### src/rtl/ctrl_seq.sv
// Multicycle sequencer: fetches into IR, steps FETCH/DECODE/EXEC/MEM/WB,
// drives PC/regfile/dmem strobes, and traps on halt or memory timeout.
module ctrl_seq #(
  parameter int MEM_TIMEOUT = 64,
  parameter int CNT_W       = 16
) (
  input  logic             clk,
  input  logic             rst,
  input  logic             run,
  output logic             imem_req,
  input  logic             imem_rdy,
  input  logic [15:0]      instr,
  output logic [4:0]       ir_opcode,
  output logic [1:0]       ir_op_ext,
  input  logic             dec_halt,
  input  logic             dec_reg_write,
  input  logic             dec_mem_write,
  input  logic             dec_sel_wb,
  input  logic             dec_redirect,
  output logic             dmem_req,
  output logic             dmem_we,
  input  logic             dmem_rdy,
  output logic             rf_we,
  output logic             pc_we,
  output logic             pc_redirect,
  output logic             halted,
  output logic             err,
  output logic [2:0]       state,
  output logic [CNT_W-1:0] instret
);

  typedef enum logic [2:0] {
    S_FETCH  = 3'd0,
    S_DECODE = 3'd1,
    S_EXEC   = 3'd2,
    S_MEM    = 3'd3,
    S_WB     = 3'd4,
    S_HALT   = 3'd5,
    S_ERR    = 3'd6
  } state_e;

  localparam int WW = $clog2(MEM_TIMEOUT + 2);
  localparam logic [WW-1:0] TMO = WW'(MEM_TIMEOUT);

  state_e           state_q, state_d;
  logic [15:0]      ir_q, ir_d;
  logic [CNT_W-1:0] cnt_q, cnt_d;
  logic [WW-1:0]    wait_q, wait_d;
  logic             rd_q, rd_d;
  logic             wr_q, wr_d;
  logic             redir_q, redir_d;
  logic             rfw_q, rfw_d;

  logic [WW-1:0]    wait_inc;
  logic             tmo_hit;
  logic             unused_ir;

  assign unused_ir = ^ir_q[10:2];

  assign wait_inc = wait_q + 1'b1;
  assign tmo_hit  = (MEM_TIMEOUT != 0) && (wait_inc == TMO);

  always_comb begin
    state_d = state_q;
    ir_d    = ir_q;
    cnt_d   = cnt_q;
    wait_d  = wait_q;
    rd_d    = rd_q;
    wr_d    = wr_q;
    redir_d = redir_q;
    rfw_d   = rfw_q;
    unique case (state_q)
      S_FETCH: begin
        // run low just pauses the fetch; the wait count is held
        if (run) begin
          if (imem_rdy) begin
            ir_d    = instr;
            wait_d  = '0;
            state_d = S_DECODE;
          end else if (tmo_hit) begin
            wait_d  = '0;
            state_d = S_ERR;
          end else begin
            wait_d  = wait_inc;
          end
        end
      end
      S_DECODE: begin
        state_d = dec_halt ? S_HALT : S_EXEC;
      end
      S_EXEC: begin
        rd_d    = dec_sel_wb;
        wr_d    = dec_mem_write;
        redir_d = dec_redirect;
        rfw_d   = dec_reg_write;
        state_d = (dec_sel_wb | dec_mem_write) ? S_MEM : S_WB;
      end
      S_MEM: begin
        if (dmem_rdy) begin
          wait_d  = '0;
          state_d = S_WB;
        end else if (tmo_hit) begin
          wait_d  = '0;
          state_d = S_ERR;
        end else begin
          wait_d  = wait_inc;
        end
      end
      S_WB: begin
        cnt_d   = cnt_q + 1'b1;
        state_d = S_FETCH;
      end
      S_HALT: state_d = S_HALT;
      S_ERR:  state_d = S_ERR;
      default: state_d = S_ERR;
    endcase
  end

  always_ff @(posedge clk or posedge rst) begin
    if (rst) begin
      state_q <= S_FETCH;
      ir_q    <= '0;
      cnt_q   <= '0;
      wait_q  <= '0;
      rd_q    <= 1'b0;
      wr_q    <= 1'b0;
      redir_q <= 1'b0;
      rfw_q   <= 1'b0;
    end else begin
      state_q <= state_d;
      ir_q    <= ir_d;
      cnt_q   <= cnt_d;
      wait_q  <= wait_d;
      rd_q    <= rd_d;
      wr_q    <= wr_d;
      redir_q <= redir_d;
      rfw_q   <= rfw_d;
    end
  end

  // imem_req is the only output fed by an input, so gate it with rst too
  assign imem_req    = ~rst & run & (state_q == S_FETCH);
  assign dmem_req    = (state_q == S_MEM);
  assign dmem_we     = (state_q == S_MEM) & wr_q;
  assign pc_we       = (state_q == S_WB);
  assign pc_redirect = (state_q == S_WB) & redir_q;
  assign rf_we       = (state_q == S_WB) & rfw_q & ~wr_q;
  assign halted      = (state_q == S_HALT);
  assign err         = (state_q == S_ERR);
  assign state       = state_q;
  assign instret     = cnt_q;
  assign ir_opcode   = ir_q[15:11];
  assign ir_op_ext   = ir_q[1:0];

endmodule

### config.mk
export PLATFORM = sky130hd
export DESIGN_NAME = ctrl_seq
export DESIGN_NICKNAME = d
export VERILOG_FILES = /design/src/rtl/ctrl_seq.sv
export SDC_FILE = /design/constraint.sdc
export NUM_CORES = 1
export LEC_CHECK = 0
export ABC_AREA = 1
export CAP_MARGIN = 40
export CORE_ASPECT_RATIO = 0.5
export CORE_MARGIN = 8
export CORE_UTILIZATION = 43
export CTS_BUF_LIST = sky130_fd_sc_hd__clkbuf_4
export DETAILED_ROUTE_END_ITERATION = 8
export PLACE_DENSITY = 0.89
export RECOVER_POWER = 25
export SLEW_MARGIN = 20
export SYNTH_ARGS = -nofsm -noshare
export SYNTH_HDL_FRONTEND = slang
export SYNTH_SLANG_ARGS = --single-unit
### constraint.sdc
create_clock -name clk -period 1.5 [get_ports clk]
set_input_delay 0.3 -clock clk [delete_from_list [all_inputs] [get_ports clk]]
set_output_delay 0.3 -clock clk [all_outputs]
set_load 0.1 [all_outputs]
==> metrics.yaml, run 1 <==
route:
  first_pass_iters: 5
  drt_iter0_drc: 127
  wl_um: 7920
  ant_nets: 0
  routedWlPerCell_um: 21.5
  vias: 2070
  via_per_inst: 5.61
  drc: 0
worst_setup_path:
  setup.worst_path.start: "state[1]"
  crit_required_ns: 1.20
  r2r-end: "state[0]"
  ff2ff_setup_slack_ns: -0.36
  cpPeakStageDelay_ns: 0.44
  cp_num_buf_inv: 4
  r2r_start: "state[1]"
  setup.worst_path.end: "dmem_we"
  path_depth: 6
  crit_family: "buffers and inverters"
  cp-end-kind: "output port"
  worstPathArrival_ns: 1.63
  cpMostUsedCell: "nor2_4"
  cp_max_fo: 5
  path_class: "register to output port"
  slowest_stage: "dfrtp_4"
  path_cells: "buf_4, inv_4, nor2_4, inv_2, nor2_4, buf_12"
  ff2ff_path_depth: 11
  startpoint_type: "register"
power_and_ir_drop:
  clock_power_share: 0.085
  ir_worst_vdd_mv: 1.21
  intPower_mw: 3.23
  combPwrFrac: 0.681
  power_switching_mw: 3.45
  p_per_area_nw_per_um2: 1880
  power.total_mw: 6.68
  power_leakage_nw: 1.69
  switching_share: 0.517
  p_seq_frac: 0.235
logic_synthesis:
  ys_seq_area_frac: 0.481
  syn_avg_cell_area_um2: 9.00
  ys_types: 25
  syn-instance-count: 208
  syn_nets: 236
  netlist_area_um2: 1870
  ys_ff_latch: 36
  yosys_warnings: 0
global_routing:
  antenna_found_initial: 0
  grt_pass1_wl_um: 12100
  grt_use_total: 0.231
  globalRouteOverflowTotal: 0
  grt_max_degree: 27
  grt_pass1_vias: 2131
sta:
  rsz0062_at_grt: "true"
  min_period_ns: 1.93
  finalMaxSlewViolations: 0
  tightest_slew_ns: 0.719
  max_clock_freq_mhz: 517
  skew_ns: 0.0114
  setup_viol: 40
  slew_headroom: 0.521
  finalCritPeriodShare: 1.29
  hold_viol_final: 0
  fin_ws_ns: -0.434
place:
  hpwl_um: 4680
  gp_congestion: 0.876
  portBuffers: 50
  place_inst: 340
  place_area_um2: 3120
cts:
  clock-sinks: 36
  clockBufferDepth: 2
  h-tree-depth: 2
  clk_latency_ns: 0.34
  cts_buffers: 5
  cts-root-buf: "clkbuf_4"
  clk_pin_slew_ns: 0.13
  tritoncts: "built"
die:
  die_height_um: 62.7
  start_util: 0.436
  core-area_um2: 4300
  io_pins: 60
  die_x_um: 109
  die-area_um2: 6850
  std_cell_rows: 17
final_layout:
  layout.nets: 339
  drive_gt1_frac: 0.529
  antenna_cells: 0
  fillers: 183
  multi_input_comb_area_um2: 1070
  instances_no_fill: 369
  register_area_um2: 932
  fin_area_um2: 3560
  area_growth_pct: 90.1
status:
  violations: "setup timing"
  status: "complete, but fails checks"
flow_run:
  maxCapViolCount: 0
worst_hold_path:
  hp-class: "register to register"
power by group through the flow:
| stage | clock [mW] | combinational (mW) | sequential (mW) |
|---|---|---|---|
| global placement | 0 | 3.72 | 1.52 |
| floorplan | 0 | 1.10 | 2.76 |
| finish | 0.567 | 4.55 | 1.57 |
| CTS | 0.562 | 4.31 | 1.54 |
| global route | 0.611 | 4.68 | 1.59 |
| detailed placement | 0 | 3.85 | 1.55 |
flip-flops by register name (all words and copies together), names as in the netlist:
signal   count
wr_q         1
rfw_q        1
redir_q      1
ir_q         7
instret     16
wait_q       7
state        3
layout make-up:
cell class | count | area share
timing repair buffer | 96 | 0.359
sequential | 36 | 0.262
clock buffer | 7 | 0.0148
clock inverter | 1 | 0.00141
inverter | 33 | 0.0411
tap | 57 | 0.0200
multi-input combinational | 139 | 0.302
what timing repair did:
action                                  4_1_cts  5_1_grt
pin swaps                                    15       10
buffers inserted                             17        9
endpoints found under the setup margin       28       46
hold buffers                                  0        0
resized for setup                            40       15
cells in the final DEF (no fill, tap or decap), types with 5 or more instances in the layout:
cell | Yosys | final
nor2_1 | 22 | 10
inv_1 | 28 | 23
buf_4 | 0 | 27
inv_2 | 4 | 6
clkdlybuf4s50_1 | 0 | 16
clkbuf_4 | 0 | 7
xor2_1 | 12 | 10
mux2_4 | 0 | 5
nand3_1 | 14 | 12
dfrtp_1 | 36 | 21
nand2_4 | 4 | 5
nand4_1 | 5 | 5
buf_12 | 0 | 37
nand2_2 | 4 | 6
dfrtp_4 | 0 | 5
nand2_1 | 33 | 28
buf_6 | 0 | 12
dfrtp_2 | 0 | 10
nor2_4 | 5 | 15
cell usage after synthesis (all sizes together):
master,count,area share
nand3,14,0.037
a21oi,7,0.019
a31oi,1,0.0033
inv,32,0.064
xnor2,4,0.019
a22o,1,0.0047
o21bai,1,0.0040
nand2,41,0.10
clkinv,1,0.0027
ha,2,0.013
xor2,12,0.056
mux2,7,0.042
o21ai,10,0.033
nor4,1,0.0067
nor3,5,0.016
dfrtp,36,0.48
nand4,5,0.017
nor2,28,0.078
worst min path at each step:
stage	from	endpoint	cells past startpoint
5_1_grt	instret[7]	instret[7]	1
3_5_place_dp	instret[7]	instret[7]	1
4_1_cts	rst	state[2]	3
6_report	instret[7]	instret[7]	1
3_3_place_gp	wait_q[6]	wait_q[6]	2
2_1_floorplan	instr[0]	ir_q[0]	1
per-layer routing:
metal / track usage / wire length, um / vias to the layer above
met5: 0 / 0 / -
met4: 0.149 / 481 / 0
met3: 0.0514 / 568 / 52
met2: 0.383 / 3950 / 147
met1: 0.261 / 2910 / 1005
li1: - / - / 866
per-stage QoR:
step	TNS [ns]	util	hold WS [ns]	setup WS [ns]
6_report	-8.89	0.828	0.530	-0.434
5_1_grt	-11.17	0.828	0.550	-0.487
4_1_cts	-6.05	0.812	0.336	-0.357
3_5_place_dp	-2.13	0.727	0.513	-0.200
3_3_place_gp	-0.970	0.727	0.489	-0.110
2_1_floorplan	-10.13	-	0.452	-0.868
kinds of logic (layout without fill, tap and decap cells):
kind of cell	Yosys count	count (layout)	synth area share
adders and majority gates	2	2	0.0134
muxes	7	7	0.0421
and+or+nand+nor	94	94	0.258
DFF	36	36	0.481
xor gates and xnor gates	16	16	0.0749
buffers and inverters	33	137	0.0668
AOI/OAI and AO/OA	20	20	0.0635
(Power assumes the default switching activity.)
==> inputs of run 2 (changes only) <==
--- a/config.mk
+++ b/config.mk
@@ -5,14 +5,13 @@
 export SDC_FILE = /design/constraint.sdc
 export NUM_CORES = 1
 export LEC_CHECK = 0
-export ABC_AREA = 1
 export CAP_MARGIN = 40
 export CORE_ASPECT_RATIO = 0.5
 export CORE_MARGIN = 8
 export CORE_UTILIZATION = 43
 export CTS_BUF_LIST = sky130_fd_sc_hd__clkbuf_4
 export DETAILED_ROUTE_END_ITERATION = 8
-export PLACE_DENSITY = 0.89
+export PLACE_DENSITY = 0.79
 export RECOVER_POWER = 25
 export SLEW_MARGIN = 20
 export SYNTH_ARGS = -nofsm -noshare
==> run 2 against run 1 <==
The flow still finishes with violations (setup timing). Hold slack gained 0.019 ns. Synthesized area fell by 2.9%. First-iteration DRC count increased by 25%. Global-route usage down 0.32 points. Non-clock buffer count increased by 20. Utilization grew 11 points. Sequential share of layout area decreased by 1.2 points. Combinational power increased by 20%. Fmax decreased by 4.1%. Clock skew increased by 0.0015 ns. Via count up 2.6%.
==> metrics.yaml, run 2 <==
cts:
  clock-sinks: 36
  tritoncts: "built"
  clk_pin_slew_ns: 0.12
  cts-root-buf: "clkbuf_4"
  clockBufferDepth: 2
  cts_buffers: 5
  clk_latency_ns: 0.40
  ctsHoldBuffers: 0
  h-tree-depth: 2
global_routing:
  antenna_found_initial: 0
  grt_use_total: 0.227
  grt_max_degree: 37
  grt_pass1_wl_um: 11300
  globalRouteOverflowTotal: 0
  grt_pass1_vias: 2017
power_and_ir_drop:
  p_per_area_nw_per_um2: 2130
  power_leakage_nw: 1.57
  power_switching_mw: 3.99
  switching_share: 0.503
  ir_worst_vdd_mv: 1.52
  combPwrFrac: 0.686
  clock_power_share: 0.095
  p_seq_frac: 0.219
  intPower_mw: 3.94
  power.total_mw: 7.93
logic_synthesis:
  syn_nets: 199
  ys_top_cells_by_area: "dfrtp_1 50%, mux2_2 6.8%, xnor2_1 5.8%"
  ys_top_cells_by_count: "36 x dfrtp_1, 15 x nand2_1, 12 x nor2_1, 12 x xnor2_1, 11 x mux2_2"
  netlist_area_um2: 1820
  yosysMostFrequentCell: "dfrtp_1"
  synth-edff-count: 0
  synth.largest_area_cell: "dfrtp_1"
  syn_avg_cell_area_um2: 10.6
  ys_ff_latch: 36
  syn-instance-count: 171
  postSynth.asyncResetShare: 1.00
  synthFlopType: "dfrtp_1"
  yosys_warnings: 0
  synth_top_area_share: 0.496
  ys_seq_area_frac: 0.496
  ys_types: 45
worst_setup_path:
  cp-end-kind: "output port"
  slowest_stage: "dfrtp_4"
  worstPathArrival_ns: 1.72
  cp_max_fo: 6
  cp_num_buf_inv: 1
  ff2ff_setup_slack_ns: -0.41
  startpoint_type: "register"
  cpPeakStageDelay_ns: 0.56
  path_class: "register to output port"
  crit_family: "simple AND/OR/NAND/NOR gates"
  crit_required_ns: 1.20
  path_cells: "nor3b_4, and3b_4, buf_12"
  setup.worst_path.start: "state[1]"
  r2r_start: "state[0]"
sta:
  hold_viol_final: 0
  fin_ws_ns: -0.517
  skew_ns: 0.0128
  whs_ns: 0.549
  finalMaxSlewViolations: 0
  finalCritPeriodShare: 1.34
  slew_headroom: 0.385
  setup_viol: 47
  tightest_slew_ns: 0.922
  max_clock_freq_mhz: 496
  finalSetupTns_ns: -11.87
  min_period_ns: 2.02
  rsz0062_at_grt: "true"
route:
  drc: 0
  ant_nets: 0
  wl_um: 9260
  routedWlPerCell_um: 27.1
  drt_iter0_drc: 159
  vias: 2123
  first_pass_iters: 4
  via_per_inst: 6.21
final_layout:
  fin_area_um2: 3720
  fillers: 115
  area_growth_pct: 105
  antenna_cells: 0
  largest_reg_flops: 16
  final_common_cell: "buf_4"
  drive_gt1_frac: 0.635
  layout.nets: 315
  layout_common_cells: "41 x buf_4, 36 x buf_12, 21 x buf_6, 19 x dfrtp_1, 15 x clkdlybuf4s50_1"
worst_hold_path:
  hp-class: "primary input to register"
  hold_start: "instr[11]"
status:
  status: "complete, but fails checks"
  violations: "setup timing"
place:
  portBuffers: 50
  gp_congestion: 0.845
  place_area_um2: 3060
  hpwl_um: 4520
die:
  core-area_um2: 3980
  io_pins: 60
  start_util: 0.456
  die_height_um: 62.0
  std_cell_rows: 16
  die-area_um2: 6690
  die_x_um: 108
flow_run:
  maxCapViolCount: 0
## run 2: metal layers
metal  wire length, um  global-route usage
met1              3360               0.249
met2              4520               0.415
met3               703              0.0545
met4               683               0.121
met5                 0                   0
## run 2: cell type report
class / count / area [um2] / share of cell area
repair buffers: 116 / 1450 / 0.388
multi-input cells: 124 / 1170 / 0.316
flip-flops and latches: 36 / 932 / 0.250
well taps: 54 / 67.6 / 0.0182
clock buffers: 6 / 45.0 / 0.0121
clock inverters: 2 / 35.0 / 0.00941
inverters: 4 / 22.5 / 0.00605
## run 2: final timing paths
check                        endpoint  cells past startpoint
hold reg to reg            instret[5]                      1
setup reg to reg            wait_q[5]                      6
setup / recovery                rf_we                      3
hold / removal               ir_q[11]                      2
max in group asynchronous    state[1]                      3
min in group asynchronous    ir_q[15]                      3
## run 2: repair_timing
action,CTS,global route
gates resized for setup,38,42
pin swaps,16,22
setup endpoints to repair,40,46
gates cloned,0,0
buffers inserted,15,20
## run 2: metrics by stage
stage / setup slack (ns) / instances / util
after floorplan: -1.15 / 171 / -
after global placement: -0.399 / 304 / 0.769
after detailed placement: -0.450 / 304 / 0.769
after CTS: -0.426 / 326 / 0.860
after global routing: -0.543 / 342 / 0.934
final: -0.517 / 342 / 0.934
## run 2: cells by family after synthesis
| family | after synthesis | synth area share |
|---|---|---|
| xor gates and xnor gates | 15 | 0.0723 |
| AOI/OAI and AO/OA | 30 | 0.127 |
| DFF | 36 | 0.496 |
| and+or+nand+nor | 66 | 0.194 |
| muxes | 11 | 0.0682 |
| buffers and inverters | 11 | 0.0289 |
| adders and majority gates | 2 | 0.0138 |
## run 2: power groups by stage
stage / logic (mW) / registers [mW] / clock network [mW]
floorplan: 1.29 / 2.87 / 0
detailed placement: 4.19 / 1.64 / 0
global placement: 4.09 / 1.61 / 0
global route: 5.55 / 1.74 / 0.785
CTS: 4.72 / 1.64 / 0.729
finish: 5.44 / 1.73 / 0.755
